## src/rtl/sprite_arb_pkg.sv

```systemverilog
// Shared types for the sprite ROM arbiter.
//   arb_state_t  : arbiter FSM states (idle / burst-locked)
//   arb_tag_t    : response-tag pipeline entry {valid, requester id}
//   CONFLICT_MAX : saturation value of the optional conflict counter
package sprite_arb_pkg;

  typedef enum logic {ARB_IDLE, ARB_LOCKED} arb_state_t;

  typedef struct packed {
    logic       vld;
    logic [2:0] id;
  } arb_tag_t;

  localparam logic [15:0] CONFLICT_MAX = 16'hFFFF;

endpackage

```

## src/rtl/sprite_rom_arbiter_rr_pick.sv

```systemverilog
// rr_pick: combinational rotate-priority encoder.
// Picks the lowest-index valid requester at or above rr_ptr; if none, the
// lowest-index valid requester below rr_ptr (i.e. round-robin with wrap).
// Ports:
//   valid  [NUM_REQ-1:0]  request vector
//   rr_ptr [2:0]          requester with highest priority this cycle
//   grant  [NUM_REQ-1:0]  one-hot pick (all zero when nothing is valid)
//   id     [2:0]          binary index of the pick (don't-care when grant==0)
module rr_pick #(
  parameter int unsigned NUM_REQ = 4
) (
  input  logic [NUM_REQ-1:0] valid,
  input  logic [2:0]         rr_ptr,
  output logic [NUM_REQ-1:0] grant,
  output logic [2:0]         id
);

  logic       found_hi, found_lo;
  logic [2:0] hi_id, lo_id;

  // Two priority searches instead of a rotate: the "at or above pointer"
  // region wins over the wrapped "below pointer" region.
  always_comb begin
    found_hi = 1'b0;
    found_lo = 1'b0;
    hi_id    = '0;
    lo_id    = '0;
    for (int unsigned i = 0; i < NUM_REQ; i++) begin
      if (valid[i] && !found_hi && (3'(i) >= rr_ptr)) begin
        found_hi = 1'b1;
        hi_id    = 3'(i);
      end
      if (valid[i] && !found_lo && (3'(i) < rr_ptr)) begin
        found_lo = 1'b1;
        lo_id    = 3'(i);
      end
    end
    id    = found_hi ? hi_id : lo_id;
    grant = '0;
    for (int unsigned i = 0; i < NUM_REQ; i++) begin
      grant[i] = (found_hi || found_lo) && (id == 3'(i));
    end
  end

endmodule

```

## src/rtl/sprite_rom_arbiter.sv

```systemverilog
// sprite_rom_arbiter: shares one synchronous sprite ROM read port between
// NUM_REQ pixel requesters using round-robin arbitration with burst locking,
// and routes ROM data back to the requester by tag after ROM_LAT cycles.
// Optional feature macro: SPRITE_ARB_STATS_EN (adds conflict_cnt).
// Ports:
//   vga_clk      clock for all logic
//   reset        synchronous, active-high
//   req_valid    per-requester read request
//   req_addr     packed addresses, requester i uses slice i
//   req_last     final beat of a burst
//   req_ready    one-hot grant (beat accepted when valid && ready)
//   rom_addr     ROM address, holds last value when nothing is granted
//   rom_q        ROM data, ROM_LAT cycles after rom_addr
//   rsp_valid    one-hot owner of rsp_data
//   rsp_data     registered ROM data
//   conflict_cnt saturating contention counter (SPRITE_ARB_STATS_EN only)
module sprite_rom_arbiter
  import sprite_arb_pkg::*;
#(
  parameter int unsigned NUM_REQ = 4,
  parameter int unsigned ADDR_W  = 10,
  parameter int unsigned DATA_W  = 4,
  parameter int unsigned ROM_LAT = 1
) (
  input  logic                      vga_clk,
  input  logic                      reset,
  input  logic [NUM_REQ-1:0]        req_valid,
  input  logic [NUM_REQ*ADDR_W-1:0] req_addr,
  input  logic [NUM_REQ-1:0]        req_last,
  output logic [NUM_REQ-1:0]        req_ready,
  output logic [ADDR_W-1:0]         rom_addr,
  input  logic [DATA_W-1:0]         rom_q,
  output logic [NUM_REQ-1:0]        rsp_valid,
  output logic [DATA_W-1:0]         rsp_data
`ifdef SPRITE_ARB_STATS_EN
  ,
  output logic [15:0]               conflict_cnt
`endif
);

  arb_state_t           state_q, state_d;
  logic [2:0]           rr_ptr_q, rr_ptr_d;
  logic [2:0]           lock_id_q, lock_id_d;
  logic [NUM_REQ-1:0]   pick_grant, lock_mask, grant;
  logic [2:0]           pick_id, acc_id;
  logic                 accept, acc_last;
  logic [ADDR_W-1:0]    addr_hold_q, sel_addr;
  arb_tag_t             tag_q [0:ROM_LAT];

  rr_pick #(.NUM_REQ(NUM_REQ)) u_pick (
    .valid  (req_valid),
    .rr_ptr (rr_ptr_q),
    .grant  (pick_grant),
    .id     (pick_id)
  );

  always_comb begin
    lock_mask = '0;
    for (int unsigned i = 0; i < NUM_REQ; i++) begin
      lock_mask[i] = (lock_id_q == 3'(i));
    end
  end

  // Next-state / grant logic
  always_comb begin
    state_d   = state_q;
    rr_ptr_d  = rr_ptr_q;
    lock_id_d = lock_id_q;
    grant     = '0;
    acc_id    = lock_id_q;
    unique case (state_q)
      ARB_IDLE: begin
        grant  = pick_grant;
        acc_id = pick_id;
      end
      ARB_LOCKED: begin
        // Owner may stall mid-burst; the lock is kept and nobody else goes.
        grant = lock_mask & req_valid;
      end
    endcase
    accept   = |grant;
    acc_last = |(grant & req_last);
    if (accept) begin
      if (acc_last) begin
        state_d  = ARB_IDLE;
        rr_ptr_d = (acc_id == 3'(NUM_REQ - 1)) ? 3'd0 : acc_id + 3'd1;
      end else begin
        state_d   = ARB_LOCKED;
        lock_id_d = acc_id;
      end
    end
  end

  always_comb begin
    sel_addr = addr_hold_q;
    for (int unsigned i = 0; i < NUM_REQ; i++) begin
      if (grant[i]) sel_addr = req_addr[i*ADDR_W +: ADDR_W];
    end
  end

  assign req_ready = grant;
  assign rom_addr  = sel_addr;

  always_ff @(posedge vga_clk) begin
    if (reset) begin
      state_q     <= ARB_IDLE;
      rr_ptr_q    <= '0;
      lock_id_q   <= '0;
      addr_hold_q <= '0;
      rsp_data    <= '0;
      for (int unsigned k = 0; k <= ROM_LAT; k++) begin
        tag_q[k] <= '0;
      end
    end else begin
      state_q     <= state_d;
      rr_ptr_q    <= rr_ptr_d;
      lock_id_q   <= lock_id_d;
      addr_hold_q <= sel_addr;
      tag_q[0]    <= '{vld: accept, id: acc_id};
      for (int unsigned k = 1; k <= ROM_LAT; k++) begin
        tag_q[k] <= tag_q[k-1];
      end
      // Stage ROM_LAT-1 lines up with rom_q for the same beat.
      if (tag_q[ROM_LAT-1].vld) rsp_data <= rom_q;
    end
  end

  always_comb begin
    rsp_valid = '0;
    for (int unsigned i = 0; i < NUM_REQ; i++) begin
      rsp_valid[i] = tag_q[ROM_LAT].vld && (tag_q[ROM_LAT].id == 3'(i));
    end
  end

`ifdef SPRITE_ARB_STATS_EN
  localparam logic [NUM_REQ-1:0] ONE = NUM_REQ'(1);
  logic multi_req, lock_block;

  // v & (v-1) is non-zero exactly when more than one bit is set.
  assign multi_req  = |(req_valid & (req_valid - ONE));
  assign lock_block = (state_q == ARB_LOCKED) && |(req_valid & ~lock_mask);

  always_ff @(posedge vga_clk) begin
    if (reset) begin
      conflict_cnt <= '0;
    end else if ((multi_req || lock_block) && (conflict_cnt != CONFLICT_MAX)) begin
      conflict_cnt <= conflict_cnt + 16'd1;
    end
  end
`endif

endmodule

```

## config.mk

```make
export PLATFORM = sky130hd
export DESIGN_NAME = sprite_rom_arbiter
export DESIGN_NICKNAME = d
export VERILOG_FILES = /design/src/rtl/sprite_arb_pkg.sv /design/src/rtl/sprite_rom_arbiter_rr_pick.sv /design/src/rtl/sprite_rom_arbiter.sv
export SDC_FILE = /design/constraint.sdc
export NUM_CORES = 1
export LEC_CHECK = 0
export CORE_ASPECT_RATIO = 0.8
export CORE_MARGIN = 5
export CORE_UTILIZATION = 40
export DETAILED_ROUTE_END_ITERATION = 12
export PLACE_DENSITY = 0.74
export SKIP_CTS_REPAIR_TIMING = 1
export SLEW_MARGIN = 20
export SYNTH_ARGS = -nofsm -noshare
export SYNTH_HDL_FRONTEND = slang
export SYNTH_SLANG_ARGS = --single-unit
export TNS_END_PERCENT = 5
```

## constraint.sdc

```tcl
create_clock -name vga_clk -period 2.8 [get_ports vga_clk]
set_input_delay 0.56 -clock vga_clk [delete_from_list [all_inputs] [get_ports vga_clk]]
set_output_delay 0.56 -clock vga_clk [all_outputs]
set_load 0.03 [all_outputs]
```

=== Word level (Yosys, flattened, before mapping) ===
Memories as Yosys holds them, arrays and structs flattened.
Cells that the tools add are included.
W data, S select, Z words.

* Register bits after elaboration: 21
* RAM bits: 8
* Output and inout port bits: 22
* Logic and storage cells: 95
* Memories: 1

{| class="wikitable"
|+ Memories
! memory !! depth !! bits a word !! rd ports !! clocked after memory_dff !! write ports !! RTL line !! source
|-
| tag_q || 2 || 4 || 2 || 0 || 2 || sprite_rom_arbiter.sv:48 || <nowiki>arb_tag_t tag_q [0:ROM_LAT];</nowiki>
|}

* Add/sub/neg operators: 1
* $lt $le $gt $ge: 8
* Eq/ne operators: 10
* Mux-type cells: 28
* Bitwise gates (word level): 6
* Reductions and logical operators: 36

{| class="wikitable"
|+ Operators by type and width
! kind !! count
|-
| $mux W10 || 4
|-
| $logic_and A1 B1 Y1 || 22
|-
| $eq A3 B2 Y1 const B || 7
|-
| $mux W1 || 14
|-
| $mux W2 || 5
|-
| $eq A3 B1 Y1 const B || 3
|-
| $logic_not A3 Y1 || 3
|-
| $and A4 B4 Y4 || 2
|-
| $mux W4 || 2
|-
| $pmux W4 S2 || 1
|-
| $reduce_or A4 Y1 || 2
|-
| $ge A1 B3 Y1 const A || 2
|-
| $ge A2 B3 Y1 const A || 2
|-
| $logic_not A1 Y1 || 6
|-
| $lt A1 B3 Y1 const A || 2
|-
| $lt A2 B3 Y1 const A || 2
|-
| $mux W3 || 2
|-
| $reduce_and A2 Y1 || 2
|-
| $add A3 B1 Y3 const B || 1
|-
| $not A1 Y1 || 2
|-
| $or A1 B1 Y1 || 2
|-
| $logic_or A1 B1 Y1 || 1
|}

=== Logic depth before layout (Yosys ltp) ===
* Word-level depth: 23
* Depth in mapped cells: 10

=== By module ===
Synthesis repeated with hierarchy kept, for this count alone.

* Cell total of the unflattened synthesis: 218
* Area, all modules: 1,978.1 µm²

{| class="wikitable"
|+ Modules (own cells, without submodules)
! module !! instances !! cells each !! area an instance (µm²) !! seq. area each (µm²)
|-
| sprite_rom_arbiter || 1 || 187 || 1,770.4 || 580.6
|-
| rr_pick || 1 || 31 || 207.7 || 0.0
|}

=== Least setup slack after synthesis ===
OpenSTA, ideal clock, no wires.

* Kind: input to output
* From: in req_valid[0]
* To: out rom_addr[3]
* Data arrival time: 2,518 ps
* Data required time: 2,240 ps
* Slack: -278 ps
* Cell stages on the path: 8
* Path buffers: 1
* Cell sequence: nand2b_1 a221oi_2 o22ai_2 a32o_2 buf_12 mux2_4 nor2_4 o31ai_1

* Cells in the longest elaborated chain, start to end: 22
* Elaborated cells between the ends (all ways): 50
* Those cells by class: eq/ne: 3; mux: 20; bitwise: 1; reduce/logical: 26

{| class="wikitable"
|+ RTL lines
! what !! RTL line !! source
|-
| start, declared || sprite_rom_arbiter.sv:27 || <nowiki>input logic [NUM_REQ-1:0] req_valid,</nowiki>
|-
| $logic_and A1 B1 Y1 (on tied branches) || sprite_rom_arbiter_rr_pick.sv:33, sprite_rom_arbiter_rr_pick.sv:29 ||
|-
| $mux W1 (on tied branches) || sprite_rom_arbiter_rr_pick.sv:33, sprite_rom_arbiter_rr_pick.sv:29 ||
|-
| $logic_not A1 Y1 (on tied branches) || sprite_rom_arbiter_rr_pick.sv:33, sprite_rom_arbiter_rr_pick.sv:29 ||
|-
| $logic_and A1 B1 Y1 (on tied branches) (2 in series) || sprite_rom_arbiter_rr_pick.sv:33, sprite_rom_arbiter_rr_pick.sv:29 ||
|-
| $mux W1 (on tied branches) || sprite_rom_arbiter_rr_pick.sv:33, sprite_rom_arbiter_rr_pick.sv:29 ||
|-
| $logic_not A1 Y1 (on tied branches) || sprite_rom_arbiter_rr_pick.sv:33, sprite_rom_arbiter_rr_pick.sv:29 ||
|-
| $logic_and A1 B1 Y1 (on tied branches) (2 in series) || sprite_rom_arbiter_rr_pick.sv:33, sprite_rom_arbiter_rr_pick.sv:29 ||
|-
| $mux W1 (on tied branches) || sprite_rom_arbiter_rr_pick.sv:33, sprite_rom_arbiter_rr_pick.sv:29 ||
|-
| $logic_not A1 Y1 (on tied branches) || sprite_rom_arbiter_rr_pick.sv:33, sprite_rom_arbiter_rr_pick.sv:29 ||
|-
| $logic_and A1 B1 Y1 (on tied branches) (2 in series) || sprite_rom_arbiter_rr_pick.sv:33, sprite_rom_arbiter_rr_pick.sv:29 ||
|-
| $mux W2 (tied with other cells) || sprite_rom_arbiter_rr_pick.sv:33 || <nowiki>if (valid[i] && !found_lo && (3'(i) < rr_ptr)) begin</nowiki>
|-
| $mux W2 || sprite_rom_arbiter_rr_pick.sv:38 || <nowiki>id = found_hi ? hi_id : lo_id;</nowiki>
|-
| $logic_not A3 Y1 || sprite_rom_arbiter_rr_pick.sv:41 || <nowiki>grant[i] = (found_hi || found_lo) && (id == 3'(i));</nowiki>
|-
| $logic_and A1 B1 Y1 || sprite_rom_arbiter_rr_pick.sv:41 ||
|-
| $pmux W4 S2 (*) || sprite_rom_arbiter.sv:71 || <nowiki>unique case (state_q)</nowiki>
|-
| via req_ready[0] || sprite_rom_arbiter.sv:30 || <nowiki>output logic [NUM_REQ-1:0] req_ready,</nowiki>
|-
| $mux W10 (*) (4 in series) || sprite_rom_arbiter.sv:97 || <nowiki>if (grant[i]) sel_addr = req_addr[i*ADDR_W +: ADDR_W];</nowiki>
|-
| end, declared || sprite_rom_arbiter.sv:31 || <nowiki>output logic [ADDR_W-1:0] rom_addr,</nowiki>
|}

Mark *: on every way through the listed nets, which the timed path passes. The rest lies on a longest branch.

=== Final worst setup path ===
* From: reg rr_ptr_q[0]
* To: out rom_addr[7]

* Cells in the longest elaborated chain, start to end: 23
* Elaborated cells between the ends (all ways): 57
* Those cells by class: order compare: 8; eq/ne: 3; mux: 20; reduce/logical: 26

{| class="wikitable"
|+ RTL lines
! what !! RTL line !! source
|-
| start, declared || sprite_rom_arbiter.sv:42 || <nowiki>logic [2:0] rr_ptr_q, rr_ptr_d;</nowiki>
|-
| start signal, assigned || sprite_rom_arbiter.sv:116 || <nowiki>rr_ptr_q <= rr_ptr_d;</nowiki>
|-
| $lt A1 B3 Y1 or $ge A1 B3 Y1 (tied branches) || sprite_rom_arbiter_rr_pick.sv:33, sprite_rom_arbiter_rr_pick.sv:29 ||
|-
| $logic_and A1 B1 Y1 (on tied branches) || sprite_rom_arbiter_rr_pick.sv:33, sprite_rom_arbiter_rr_pick.sv:29 ||
|-
| $mux W1 (on tied branches) || sprite_rom_arbiter_rr_pick.sv:33, sprite_rom_arbiter_rr_pick.sv:29 ||
|-
| $logic_not A1 Y1 (on tied branches) || sprite_rom_arbiter_rr_pick.sv:33, sprite_rom_arbiter_rr_pick.sv:29 ||
|-
| $logic_and A1 B1 Y1 (on tied branches) (2 in series) || sprite_rom_arbiter_rr_pick.sv:33, sprite_rom_arbiter_rr_pick.sv:29 ||
|-
| $mux W1 (on tied branches) || sprite_rom_arbiter_rr_pick.sv:33, sprite_rom_arbiter_rr_pick.sv:29 ||
|-
| $logic_not A1 Y1 (on tied branches) || sprite_rom_arbiter_rr_pick.sv:33, sprite_rom_arbiter_rr_pick.sv:29 ||
|-
| $logic_and A1 B1 Y1 (on tied branches) (2 in series) || sprite_rom_arbiter_rr_pick.sv:33, sprite_rom_arbiter_rr_pick.sv:29 ||
|-
| [2 not listed] || n/a ||
|-
| $logic_and A1 B1 Y1 (on tied branches) (2 in series) || sprite_rom_arbiter_rr_pick.sv:33, sprite_rom_arbiter_rr_pick.sv:29 ||
|-
| $mux W2 (tied with other cells) || sprite_rom_arbiter_rr_pick.sv:33 ||
|-
| $mux W2 || sprite_rom_arbiter_rr_pick.sv:38 ||
|-
| $logic_not A3 Y1 || sprite_rom_arbiter_rr_pick.sv:41 ||
|-
| $logic_and A1 B1 Y1 || sprite_rom_arbiter_rr_pick.sv:41 ||
|-
| $pmux W4 S2 (*) || sprite_rom_arbiter.sv:71 ||
|-
| $mux W10 (3 in series) || sprite_rom_arbiter.sv:97 ||
|-
| $mux W10 (*) || sprite_rom_arbiter.sv:97 ||
|}

Every way passes the cells marked *; elsewhere a longest branch is shown, timed or not.

==> summary.txt <==
Status
  • Outcome: finished with violations
  • Failing checks: setup timing

Worst setup path
  • R2r setup slk: around 0.40 ns
  • Crit. End Element: output pin
  • Crit. Startpoint: rr_ptr_q[0]$_SDFFE_PP0P_
  • Reg2reg path depth: 10
  • Worst setup endpoint: rom_addr[7]
  • Req. time, crit path: ~2.2 ns
  • Critical path type: flop to output pin
  • FF-to-FF End: lock_id_q[1]$_SDFFE_PP0P_
  • Maximum fanout along the worst path: 6
  • R2R Path Start: rr_ptr_q[1]$_SDFFE_PP0P_
  • Launching element type of the critical path: flop
  • Worst Path Arrival: approximately 2.3 ns

Yosys
  • Ys flop type: dfxtp_1
  • Netlist cell types: 53
  • Async SR Flop Fraction: 0%
  • Cell Area, Synth: 1820 µm²
  • Register area share after synthesis: 31.9%
  • Yosys top cell area share: between 30% and 40%
  • EDFF count, synth: 0
  • Commonest cells post-synth: 29 x dfxtp_1, 26 x nor2_1, 11 x a22oi_1
  • Syn_area_per_cell: just over 9 µm²
  • Post-Synthesis Net Count: 250
  • Ranking of synthesized cells by area: dfxtp_1 32%, mux2_4 8.2%, nor2_1 5.4%, a22oi_1 4.5%, o31ai_1 4.1%
  • Syn. warnings: 0
  • Most common cell in the netlist: dfxtp_1
  • Cells after Synth: around 200
  • Synth area leader: dfxtp_1
  • Synth Register Bits: 29

Clock network
  • Clk sinks: 29
  • CTS clock-pin slew for the worst setup and hold paths: around 0.060 ns
  • CTS tree: built
  • CTS H-Tree Depth: 2
  • Clock root buffer: clkbuf_8
  • Max clock buf depth: 2
  • Clk Latency, worst-skew pair: 0.28 ns
  • CTS buffer count: 5

Placement
  • Port buffer count: 75
  • Post-Place Worst Slack: -0.597 ns
  • Routability cong.: between 0.8 and 0.9
  • Final HPWL from detailed placement: 4350 µm

Floorplanning
  • Ports: 76
  • Die footprint: approximately 6000 µm²
  • Initial Util: between 40% and 50%
  • Die width: 85.5 µm
  • Num rows: 22
  • CORE AREA: 4490 µm²
  • Die H: just over 70 µm

Drt
  • Final WL: between 6000 and 7000 µm
  • Wire length per cell: 16.0 µm
  • # DRC: 0
  • Vias/cell: 5.26
  • Initial DRC Count: 100
  • Pre-antenna DRT Iters: 4
  • Vias: between 1.5k and 2k
  • Final ANT Viol Nets: 0

Power and ir drop
  • Final Power: between 3000 and 4000 µW
  • Worst vdd ir: 0.576 mV
  • Leakage Power: approximately 0.0014 µW
  • Combinational Power Share: 73.6%
  • Switch Pwr: 1700 µW
  • Int Pwr: 2140 µW
  • Clock power frac: under 10%
  • Pwr/cell area: about 1200 nW/µm²
  • Flop pwr share: 16.6%
  • Sw Ratio: 44.2%

Timing
  • Setup-failing EPs final: 10
  • Final Hold Vio Count: 0
  • Hold Slack: 0.444 ns
  • Final worst-path cycle share: 103%
  • Relative slew slack: 40.6%
  • Pins Over Slew Limit: 0
  • Highest clock rate: around 350 MHz
  • Unrepaired setup endpoints after global routing: yes
  • Worst Tran Pin Value: 0.888 ns
  • Minimum clock period: ~2.9 ns
  • Skew final: 0.00263 ns
  • Final worst slack: -0.0769 ns

Global route
  • Gr usage total: 19.0%
  • Global route overflow: 0
  • First-pass GRT wire length: 9270 µm
  • Vias in the first global route: 1,926
  • Largest net degree at the start of global routing: 28
  • Initial antenna violation count: 0

Final layout
  • Finished Core Util: 72.6%
  • Area Growth Syn to Fin: 78.7%
  • Seq. cell area: roughly 590 µm²
  • Fillers: 326
  • Multi-input gate area: about 1300 µm²
  • Share of layout cells above drive strength 1: 45.5%
  • Nets: 373
  • Inserted Diodes: 0

Flow run
  • Max_cap viols: 0

Hold path
  • Hold Crit Start: tag_q[0][2]$_SDFF_PP0_
  • Hold crit path type: flop to flop
## per-stage QoR
step	setup TNS [ns]	instance area [µm²]	std cells
global placement	-5.98	2950	364
global route	-1.44	3260	379
floorplan	-0.148	1870	195
finish	-0.604	3260	379
CTS	-5.73	3050	372
detailed placement	-6.98	2950	364
## cell usage in the layout (no fill, tap or decap), types with 6 or more instances in the layout
cell type and instances:
buf_4 64, clkdlybuf4s50_1 57, dfxtp_1 26, nor2_1 24, mux2_4 11, o31ai_2 10
nand2_1 9, nor2_4 8, o32ai_1 8, clkbuf_8 7, nor2b_1 6, a22oi_2 6
## state kept, by name, summed over array words and instances, names as in the netlist
register and flops:
lock_id_q 3, rr_ptr_q 3, tag_q 8, addr_hold_q 10
state_q 1, rsp_data 4
## power by group through the flow
stage / clock network, µW / logic, µW / registers [µW]
floorplan: 0 / 1670 / 611
global placement: 0 / 2570 / 624
detailed placement: 0 / 2590 / 625
CTS: 383 / 2600 / 616
global route: 404 / 3010 / 651
finish: 376 / 2820 / 635
## worst max-delay path, stage by stage, from the launching register on
cell and delay (ns):
dfxtp_4 0.38, nand2b_4 0.16, buf_4 0.11, nand2b_1 0.06, a32o_2 0.27, a32o_4 0.34, mux2_4 0.33, nor2_4 0.12
o31ai_2 0.06, buf_4 0.20
## cell type report
| class | count | share of cell area (%) |
|---|---|---|
| multi-input cells | 146 | 40.4 |
| repair buffers | 129 | 35.2 |
| flip-flops and latches | 29 | 18.2 |
| clock inverters | 1 | 0.154 |
| well taps | 60 | 2.31 |
| inverters | 7 | 0.807 |
| clock buffers | 7 | 2.96 |
## worst min path at each step
stage | to | slack [ns] | depth (start not counted)
2_1_floorplan | tag_q[0][4]$_SDFF_PP0_ | 0.41 | 1
3_3_place_gp | tag_q[0][4]$_SDFF_PP0_ | 0.42 | 1
3_5_place_dp | tag_q[0][6]$_SDFF_PP0_ | 0.43 | 1
4_1_cts | tag_q[0][6]$_SDFF_PP0_ | 0.45 | 1
5_1_grt | tag_q[0][6]$_SDFF_PP0_ | 0.47 | 1
6_report | tag_q[0][6]$_SDFF_PP0_ | 0.44 | 1
## routing by layer
layer	wire length, µm	track usage [%]	share of wire [%]	vias to the layer above
met5	0	0	0	-
met4	47	5.27	0.77	0
met3	222	2.83	3.7	6
met2	3070	30.8	51	45
met1	2730	26.1	45	969
li1	-	-	-	975
## kinds of logic (layout without fill, tap and decap cells)
family	count (synthesis)	count (layout)	synth area share, %
flip-flops	29	29	31.9
AND/OR/NAND/NOR	66	66	18.6
AO/OA/AOI/OAI	62	63	30.4
multiplexers	16	16	11.6
buffers and inverters	21	144	6.80
adder cells (fa/ha/maj)	1	1	0.687
Power figures use the tool's default switching activity.
